`config.mk`:
```
export PLATFORM = sky130hd
export DESIGN_NAME = exec_stage_mc
export DESIGN_NICKNAME = d
export VERILOG_FILES = /design/src/rtl/exec_pkg.sv /design/src/rtl/exec_stage_mc_iter_mul.sv /design/src/rtl/exec_stage_mc.sv
export SDC_FILE = /design/constraint.sdc
export NUM_CORES = 2
export LEC_CHECK = 0
export ABC_AREA = 1
export BUFFER_PORTS_ARGS = -buffer_cell sky130_fd_sc_hd__buf_2
export CAP_MARGIN = 10
export CORE_UTILIZATION = 45
export DETAILED_ROUTE_END_ITERATION = 10
export GPL_ROUTABILITY_DRIVEN = 0
export GPL_TIMING_DRIVEN = 1
export PLACE_DENSITY = 0.66
export SYNTH_ARGS = -nofsm -noshare
export SYNTH_HDL_FRONTEND = slang
export SYNTH_SLANG_ARGS = --single-unit
```
`constraint.sdc`:
```
create_clock -name clk -period 16.4 [get_ports clk]
set_input_delay 0.82 -clock clk [delete_from_list [all_inputs] [get_ports clk]]
set_output_delay 0.82 -clock clk [all_outputs]
set_load 0.01 [all_outputs]
```
`src/rtl/exec_pkg.sv`:
```
// Shared definitions for the execute stage.
// Provides the ALU operation codes, the multiplier FSM state encoding and
// the packed bundle of decode control bits that travels with each op into
// the EX/MEM output register.
package exec_pkg;

    localparam logic [3:0] OP_AND   = 4'b0000;
    localparam logic [3:0] OP_OR    = 4'b0001;
    localparam logic [3:0] OP_ADD   = 4'b0010;
    localparam logic [3:0] OP_SUB   = 4'b0110;
    localparam logic [3:0] OP_PASSB = 4'b0111;
    localparam logic [3:0] OP_MUL   = 4'b1000;

    typedef enum logic [1:0] {
        IDLE = 2'd0,
        BUSY = 2'd1,
        DONE = 2'd2
    } state_t;

    typedef struct packed {
        logic reg_write;
        logic branch;
        logic uncond_branch;
        logic mem_read;
        logic mem_write;
        logic mem2reg;
    } ctrl_t;

    localparam ctrl_t CTRL_NONE = '0;

endpackage

```
`src/rtl/exec_stage_mc_iter_mul.sv`:
```
// Iterative shift-add multiplier, one partial product per clock.
// Ports:
//   clk, reset    clock and asynchronous active-high reset
//   start         load a/b and begin XLEN steps
//   kill          abandon the current multiply (count and accumulator cleared)
//   a, b          multiplicand and multiplier
//   done          count has reached zero (result in product is final)
//   product       low XLEN bits of a*b (unsigned)
module iter_mul #(
    parameter int XLEN = 64
) (
    input  logic            clk,
    input  logic            reset,
    input  logic            start,
    input  logic            kill,
    input  logic [XLEN-1:0] a,
    input  logic [XLEN-1:0] b,
    output logic            done,
    output logic [XLEN-1:0] product
);

    localparam int CNT_W = $clog2(XLEN) + 1;

    logic [XLEN-1:0]  mcand_q, mcand_d;
    logic [XLEN-1:0]  mplier_q, mplier_d;
    logic [XLEN-1:0]  acc_q, acc_d;
    logic [CNT_W-1:0] count_q, count_d;

    // One step per cycle while count is non-zero: add the shifted
    // multiplicand when the current multiplier LSB is set.
    always_comb begin
        mcand_d  = mcand_q;
        mplier_d = mplier_q;
        acc_d    = acc_q;
        count_d  = count_q;
        if (kill) begin
            acc_d   = '0;
            count_d = '0;
        end else if (start) begin
            mcand_d  = a;
            mplier_d = b;
            acc_d    = '0;
            count_d  = CNT_W'(XLEN);
        end else if (count_q != '0) begin
            if (mplier_q[0]) begin
                acc_d = acc_q + mcand_q;
            end
            mcand_d  = mcand_q << 1;
            mplier_d = mplier_q >> 1;
            count_d  = count_q - 1'b1;
        end
    end

    always_ff @(posedge clk or posedge reset) begin
        if (reset) begin
            mcand_q  <= '0;
            mplier_q <= '0;
            acc_q    <= '0;
            count_q  <= '0;
        end else begin
            mcand_q  <= mcand_d;
            mplier_q <= mplier_d;
            acc_q    <= acc_d;
            count_q  <= count_d;
        end
    end

    assign done    = (count_q == '0);
    assign product = acc_q;

endmodule

```
`src/rtl/exec_stage_mc.sv`:
```
// Execute stage with EX/MEM output register, valid/ready handshake, flush
// and an iterative multiplier.
// Ports:
//   clk, reset, flush          clock, async active-high reset, branch kill
//   in_valid / in_ready        handshake from the ID/EX register
//   reg_write..alu_src, alu_op decode control and operation code
//   rd, reg_a, reg_b, imm, pc  destination and operands
//   out_valid / out_ready      handshake to the memory stage
//   *_m                        registered control, result, store data, target
//   busy                       multiplier occupies the stage
module exec_stage_mc
    import exec_pkg::*;
#(
    parameter int XLEN   = 64,
    parameter int RA_W   = 5,
    parameter int OP_W   = 4,
    parameter int MUL_EN = 1
) (
    input  logic            clk,
    input  logic            reset,
    input  logic            flush,
    input  logic            in_valid,
    output logic            in_ready,
    input  logic            reg_write,
    input  logic            branch,
    input  logic            uncond_branch,
    input  logic            mem_read,
    input  logic            mem_write,
    input  logic            mem2reg,
    input  logic            alu_src,
    input  logic [OP_W-1:0] alu_op,
    input  logic [RA_W-1:0] rd,
    input  logic [XLEN-1:0] reg_a,
    input  logic [XLEN-1:0] reg_b,
    input  logic [XLEN-1:0] imm,
    input  logic [XLEN-1:0] pc,
    output logic            out_valid,
    input  logic            out_ready,
    output logic            reg_write_m,
    output logic            branch_m,
    output logic            uncond_branch_m,
    output logic            mem_read_m,
    output logic            mem_write_m,
    output logic            mem2reg_m,
    output logic            alu_zero_m,
    output logic [RA_W-1:0] rd_m,
    output logic [XLEN-1:0] alu_out_m,
    output logic [XLEN-1:0] reg_b_m,
    output logic [XLEN-1:0] pc_target_m,
    output logic            busy
);

    localparam logic [OP_W-1:0] C_AND   = OP_W'(OP_AND);
    localparam logic [OP_W-1:0] C_OR    = OP_W'(OP_OR);
    localparam logic [OP_W-1:0] C_ADD   = OP_W'(OP_ADD);
    localparam logic [OP_W-1:0] C_SUB   = OP_W'(OP_SUB);
    localparam logic [OP_W-1:0] C_PASSB = OP_W'(OP_PASSB);
    localparam logic [OP_W-1:0] C_MUL   = OP_W'(OP_MUL);

    state_t          state_q, state_d;
    logic            out_valid_q, out_valid_d;
    ctrl_t           ctrl_m_q, ctrl_m_d;
    logic            zero_m_q, zero_m_d;
    logic [RA_W-1:0] rd_m_q, rd_m_d;
    logic [XLEN-1:0] alu_m_q, alu_m_d;
    logic [XLEN-1:0] regb_m_q, regb_m_d;
    logic [XLEN-1:0] tgt_m_q, tgt_m_d;

    // Side-band fields of a multiply, held while the multiplier iterates.
    ctrl_t           ctrl_l_q, ctrl_l_d;
    logic [RA_W-1:0] rd_l_q, rd_l_d;
    logic [XLEN-1:0] regb_l_q, regb_l_d;
    logic [XLEN-1:0] tgt_l_q, tgt_l_d;

    logic [XLEN-1:0] b_op;
    logic [XLEN-1:0] alu_result;
    logic [XLEN-1:0] target;
    logic [XLEN-1:0] mul_product;
    ctrl_t           ctrl_in;
    logic            is_mul;
    logic            slot_free;
    logic            accept;
    logic            mul_start;
    logic            mul_done;

    // Operand select and combinational ALU. With the multiplier disabled
    // the MUL code falls back to ADD.
    always_comb begin
        b_op       = alu_src ? imm : reg_b;
        target     = pc + imm;
        alu_result = '0;
        case (alu_op)
            C_AND:   alu_result = reg_a & b_op;
            C_OR:    alu_result = reg_a | b_op;
            C_ADD:   alu_result = reg_a + b_op;
            C_SUB:   alu_result = reg_a - b_op;
            C_PASSB: alu_result = b_op;
            C_MUL:   alu_result = (MUL_EN != 0) ? '0 : reg_a + b_op;
            default: alu_result = '0;
        endcase
    end

    always_comb begin
        ctrl_in.reg_write     = reg_write;
        ctrl_in.branch        = branch;
        ctrl_in.uncond_branch = uncond_branch;
        ctrl_in.mem_read      = mem_read;
        ctrl_in.mem_write     = mem_write;
        ctrl_in.mem2reg       = mem2reg;
    end

    assign is_mul    = (MUL_EN != 0) && (alu_op == C_MUL);
    assign slot_free = !out_valid_q || out_ready;
    assign in_ready  = (state_q == IDLE) && slot_free && !flush;
    assign accept    = in_valid && in_ready;

    iter_mul #(
        .XLEN(XLEN)
    ) u_mul (
        .clk     (clk),
        .reset   (reset),
        .start   (mul_start),
        .kill    (flush),
        .a       (reg_a),
        .b       (b_op),
        .done    (mul_done),
        .product (mul_product)
    );

    // Next-state and output-register logic. Flush overrides everything;
    // otherwise the register loads either a fresh ALU result or a finished
    // multiply, and drains to a bubble when consumed with nothing to load.
    always_comb begin
        state_d     = state_q;
        out_valid_d = out_valid_q;
        ctrl_m_d    = ctrl_m_q;
        zero_m_d    = zero_m_q;
        rd_m_d      = rd_m_q;
        alu_m_d     = alu_m_q;
        regb_m_d    = regb_m_q;
        tgt_m_d     = tgt_m_q;
        ctrl_l_d    = ctrl_l_q;
        rd_l_d      = rd_l_q;
        regb_l_d    = regb_l_q;
        tgt_l_d     = tgt_l_q;
        mul_start   = 1'b0;

        if (flush) begin
            state_d     = IDLE;
            out_valid_d = 1'b0;
            ctrl_m_d    = CTRL_NONE;
        end else begin
            unique case (state_q)
                IDLE: begin
                    if (accept && is_mul) begin
                        mul_start = 1'b1;
                        state_d   = BUSY;
                        ctrl_l_d  = ctrl_in;
                        rd_l_d    = rd;
                        regb_l_d  = reg_b;
                        tgt_l_d   = target;
                    end
                end
                BUSY: begin
                    if (mul_done) begin
                        state_d = slot_free ? IDLE : DONE;
                    end
                end
                DONE: begin
                    if (slot_free) begin
                        state_d = IDLE;
                    end
                end
                default: state_d = IDLE;
            endcase

            if (accept && !is_mul) begin
                out_valid_d = 1'b1;
                ctrl_m_d    = ctrl_in;
                zero_m_d    = (alu_result == '0);
                rd_m_d      = rd;
                alu_m_d     = alu_result;
                regb_m_d    = reg_b;
                tgt_m_d     = target;
            end else if (((state_q == BUSY && mul_done) || state_q == DONE) && slot_free) begin
                out_valid_d = 1'b1;
                ctrl_m_d    = ctrl_l_q;
                zero_m_d    = (mul_product == '0);
                rd_m_d      = rd_l_q;
                alu_m_d     = mul_product;
                regb_m_d    = regb_l_q;
                tgt_m_d     = tgt_l_q;
            end else if (out_ready) begin
                out_valid_d = 1'b0;
                ctrl_m_d    = CTRL_NONE;
            end
        end
    end

    always_ff @(posedge clk or posedge reset) begin
        if (reset) begin
            state_q     <= IDLE;
            out_valid_q <= 1'b0;
            ctrl_m_q    <= CTRL_NONE;
            zero_m_q    <= 1'b0;
            rd_m_q      <= '0;
            alu_m_q     <= '0;
            regb_m_q    <= '0;
            tgt_m_q     <= '0;
            ctrl_l_q    <= CTRL_NONE;
            rd_l_q      <= '0;
            regb_l_q    <= '0;
            tgt_l_q     <= '0;
        end else begin
            state_q     <= state_d;
            out_valid_q <= out_valid_d;
            ctrl_m_q    <= ctrl_m_d;
            zero_m_q    <= zero_m_d;
            rd_m_q      <= rd_m_d;
            alu_m_q     <= alu_m_d;
            regb_m_q    <= regb_m_d;
            tgt_m_q     <= tgt_m_d;
            ctrl_l_q    <= ctrl_l_d;
            rd_l_q      <= rd_l_d;
            regb_l_q    <= regb_l_d;
            tgt_l_q     <= tgt_l_d;
        end
    end

    assign out_valid       = out_valid_q;
    assign reg_write_m     = ctrl_m_q.reg_write;
    assign branch_m        = ctrl_m_q.branch;
    assign uncond_branch_m = ctrl_m_q.uncond_branch;
    assign mem_read_m      = ctrl_m_q.mem_read;
    assign mem_write_m     = ctrl_m_q.mem_write;
    assign mem2reg_m       = ctrl_m_q.mem2reg;
    assign alu_zero_m      = zero_m_q;
    assign rd_m            = rd_m_q;
    assign alu_out_m       = alu_m_q;
    assign reg_b_m         = regb_m_q;
    assign pc_target_m     = tgt_m_q;
    assign busy            = (MUL_EN != 0) ? (state_q != IDLE) : 1'b0;

endmodule

```
==> metrics.md <==
| Metric | Value |
|---|---|
| Outcome | `completed` |
| Multi-input logic area | `~24000 sq um` |
| Slew Viols, Final | `0` |
| Worst r2r src | `u_mul.count_q[0]` |
| First-pass iteration count of the detailed router | `8` |
| Wire per inst | `19.7 um` |
| DRC | `0` |
| Area share of the largest cell type after synthesis | `between 30% and 40%` |
| Worst path arrival time | `approximately 7.3 ns` |
| Tmin final | `6.67 ns` |
| Total I/O pin count | `roughly 480` |
| Clock Pin Slew Worst Setup and Hold Paths | `approximately 0.060 ns` |
| Worst setup EP type | `register` |
| Die area | `approximately 94000 sq um` |
| CP Class | `in2reg` |
| Vias in the first global route | `roughly 42000` |
| Most area-consuming cells after synthesis | `dfrtp_1, nand2_1, inv_1` |
| Pin count of the biggest net entering global routing | `141` |
| Post-synth EDFFs | `0` |
| R2R Setup Slk | `between 10 and 15 ns` |
| Ys Warns | `0` |
| Std cell rows | `roughly 110` |
| Grt ovf | `0` |
| Final setup viols | `0` |
| FF/Latch Area | `13600 sq um` |
| CTS resizes | `0` |
| Netlist cell types | `53` |
| Count leader, synth | `nand2_1` |
| First-pass GRT wire length | `between 200000 and 250000 um` |
| Routed vias | `between 40000 and 50000` |
| Pleak | `0.0245 uW` |
| Bufs and invs on worst path | `7` |
| Total GRT Usage | `33.4%` |
| Worst R2R Path Depth | `16` |
| Initial antenna violation count | `18` |
| Initial Util | `between 40 and 50%` |
| Mean Syn Cell Area | `~6.4 sq um` |
| Fmax | `~150 MHz` |
| CP max stage cell | `nor2_2` |
| Syn Inst Count | `roughly 6500` |
| Post-synthesis cell area | `~42000 sq um` |
| Synth Flop Type | `dfrtp_1` |
| Clk Latency, worst-skew pair | `0.71 ns` |
| H-tree depth | `2` |
| Total CTS buffers | `61` |
| DP Wirelength | `around 130000 um` |
| Routed WL | `between 150000 and 200000 um` |
| Worst path max stage delay | `approximately 0.96 ns` |
| RSZ-0062 raised after global routing | `no` |
| Filler Cell Count | `between 9000 and 10000` |
| Core Region | `91800 sq um` |
| Pwr/cell area | `around 110 nW/um^2` |
| Die height | `307 um` |
| Final setup TNS | `0 ns` |
| Cts hold-fix bufs | `0` |
| Detailed Route Iter0 Violations | `4852` |
| PnR Total Power | `approximately 5200 uW` |
| Asr flop ratio synth | `between 90% and 100%` |
| Most frequent cells after synthesis | `nand2_1, inv_1, nor2_1` |
| Chip Width | `just over 300 um` |
| Worst EP required | `between 15 and 20 ns` |
| Nets | `7337` |
| Cell taking the most area after synthesis | `dfrtp_1` |
| Fraction of layout cells with a size suffix above 1 | `roughly a tenth` |
| Worst slew pin tran | `approximately 1.2 ns` |
| Post-Syn Nets | `about 7000` |
| Sequential share of the synthesized area | `approximately a third` |
| Worst Path Max Fanout | `just under 60` |
| Final Hold Viols | `0` |
| Worst vdd ir | `0.0983 mV` |
| Reg2reg end | `alu_out_m[42]` |
| CTS Sinks | `545` |
| Synthesized flop and latch total | `around 550` |
| Final ANT Viol Nets | `0` |
| CP top delay family | `simple AND/OR/NAND/NOR gates` |
| Post-CTS Setup Inserts | `0` |
| Max-Cap Viols | `0` |
| Area Overhead vs Synth | `13.2%` |
| Drt via density | `5.54` |
| Hold WC Path Type | `in2async` |
| Skew final | `0.0390 ns` |
| CTS Root Cell | `clkbuf_16` |
| Clock buffer depth | `3` |
| Top cell by count, worst path | `nand2_1` |
| Relative slew slack | `16.2%` |
| Setup crit start kind | `input port` |
| TritonCTS clock tree | `built` |
| Port Buffers | `between 400 and 500` |
| Final Cycle Share | `between 40% and 50%` |
state kept, by name, indices dropped and copies added, names as in the netlist, 2 cells and up:
signal          flops
alu_out_m          64
pc_target_m        64
reg_b_m            64
regb_l_q           64
tgt_l_q            64
u_mul.mcand_q      64
u_mul.mplier_q     64
u_mul.product      64
u_mul.count_q       7
ctrl_l_q            6
rd_l_q              5
rd_m                5
state_q             2
routing by layer:
| layer | part of all wire [%] | global-route usage, % | vias up |
|---|---|---|---|
| met1 | 41 | 43.9 | 21000 |
| met2 | 45 | 53.2 | 2090 |
| met4 | 5.3 | 16.5 | 8 |
| li1 | - | - | 21800 |
| met3 | 8.7 | 5.44 | 434 |
| met5 | 0.025 | 0 | - |
cells by family (layout without fill, tap and decap cells):
logic type | after synthesis | count (layout) | share of synthesized area, %
AO/OA/AOI/OAI | 1464 | 1464 | 19.3
XOR/XNOR | 111 | 111 | 2.33
adder cells (fa/ha/maj) | 196 | 196 | 5.93
buffers and inverters | 1183 | 1583 | 10.9
flip-flops | 545 | 545 | 32.7
other | 0 | 16 | 0
AND/OR/NAND/NOR | 3014 | 3014 | 28.9
final cells by class:
class | count | share of cell area (%)
Timing Repair Buffer | 516 | 5.67
Clock inverter | 28 | 0.842
Sequential cell | 545 | 28.8
Multi-Input combinational cell | 4785 | 50.0
Inverter | 955 | 7.63
Antenna cell | 16 | 0.0847
Clock buffer | 84 | 3.69
Tap cell | 1243 | 3.29
per-stage QoR:
stage / setup WS (ns) / cells / hold slack [ns] / utilization [%] / area (sq um)
final: 9.73 / 8172 / 0.316 / 51.5 / 47300
after global routing: 9.38 / 8169 / 0.335 / 51.5 / 47300
after CTS: 10.06 / 8156 / 0.298 / 51.5 / 47200
after detailed placement: 9.36 / 8044 / 0.458 / 49.1 / 45100
after global placement: 9.30 / 8044 / 0.453 / 49.1 / 45100
after floorplan: 0.345 / 6513 / 0.442 / - / 41800
how the worst max path moves through the flow:
stage,startpoint,endpoint,slack (ns),cells after the start
6_report,alu_op[0],alu_zero_m,9.73,30
5_1_grt,alu_op[0],alu_zero_m,9.38,30
4_1_cts,alu_op[0],alu_zero_m,10.06,30
3_5_place_dp,alu_op[0],alu_zero_m,9.36,30
3_3_place_gp,alu_op[0],alu_zero_m,9.30,30
2_1_floorplan,reset,alu_out_m[0],0.34,1
where the power goes:
part / leakage, uW / switching (uW) / internal (uW)
Sequential: 0.00691 / 230 / 1680
Combinational: 0.0166 / 1170 / 609
Clock: 0.00104 / 615 / 856
worst register-to-register path: stages (launching register included):
cell	delay [ns]
dfrtp_1	0.39
inv_1	0.08
ha_1	0.22
nand4_1	0.16
nor2_2	0.35
nand2_1	0.09
o21ai_0	0.10
nand2_1	0.20
nand2_1	0.12
inv_2	0.11
nor2_4	0.12
buf_12	0.46
inv_6	0.57
buf_4	0.62
a21oi_1	0.31
o21ai_0	0.27
nand2_1	0.14
cells in the final DEF, fill, tap and decap left out, types with 11 or more instances in the layout:
cell type  synthesis  final
nor3_1            46     46
diode_2            0     16
a21o_1            18     18
xnor2_1           28     28
o21a_1            22     22
clkbuf_8           0     13
nand3_1          222    221
clkinv_2           0     11
nand4_1           49     49
nand2_1         1867   1866
xor2_1            83     83
dfrtp_1          545    545
inv_2             15     14
o22ai_1           94     94
a21oi_1          401    401
inv_1            938    935
o211ai_1          41     41
o21ai_0          636    635
nor4_1            23     23
nor2_1           752    750
a31oi_1          165    165
o21ai_2           18     18
ha_1             193    193
buf_2             29    482
clkbuf_16          0     61
buf_4              2     33
o21bai_1          21     21
nand3b_1          16     16
o21ai_1           17     17
Note: power is estimated with default switching activity, not from simulation.
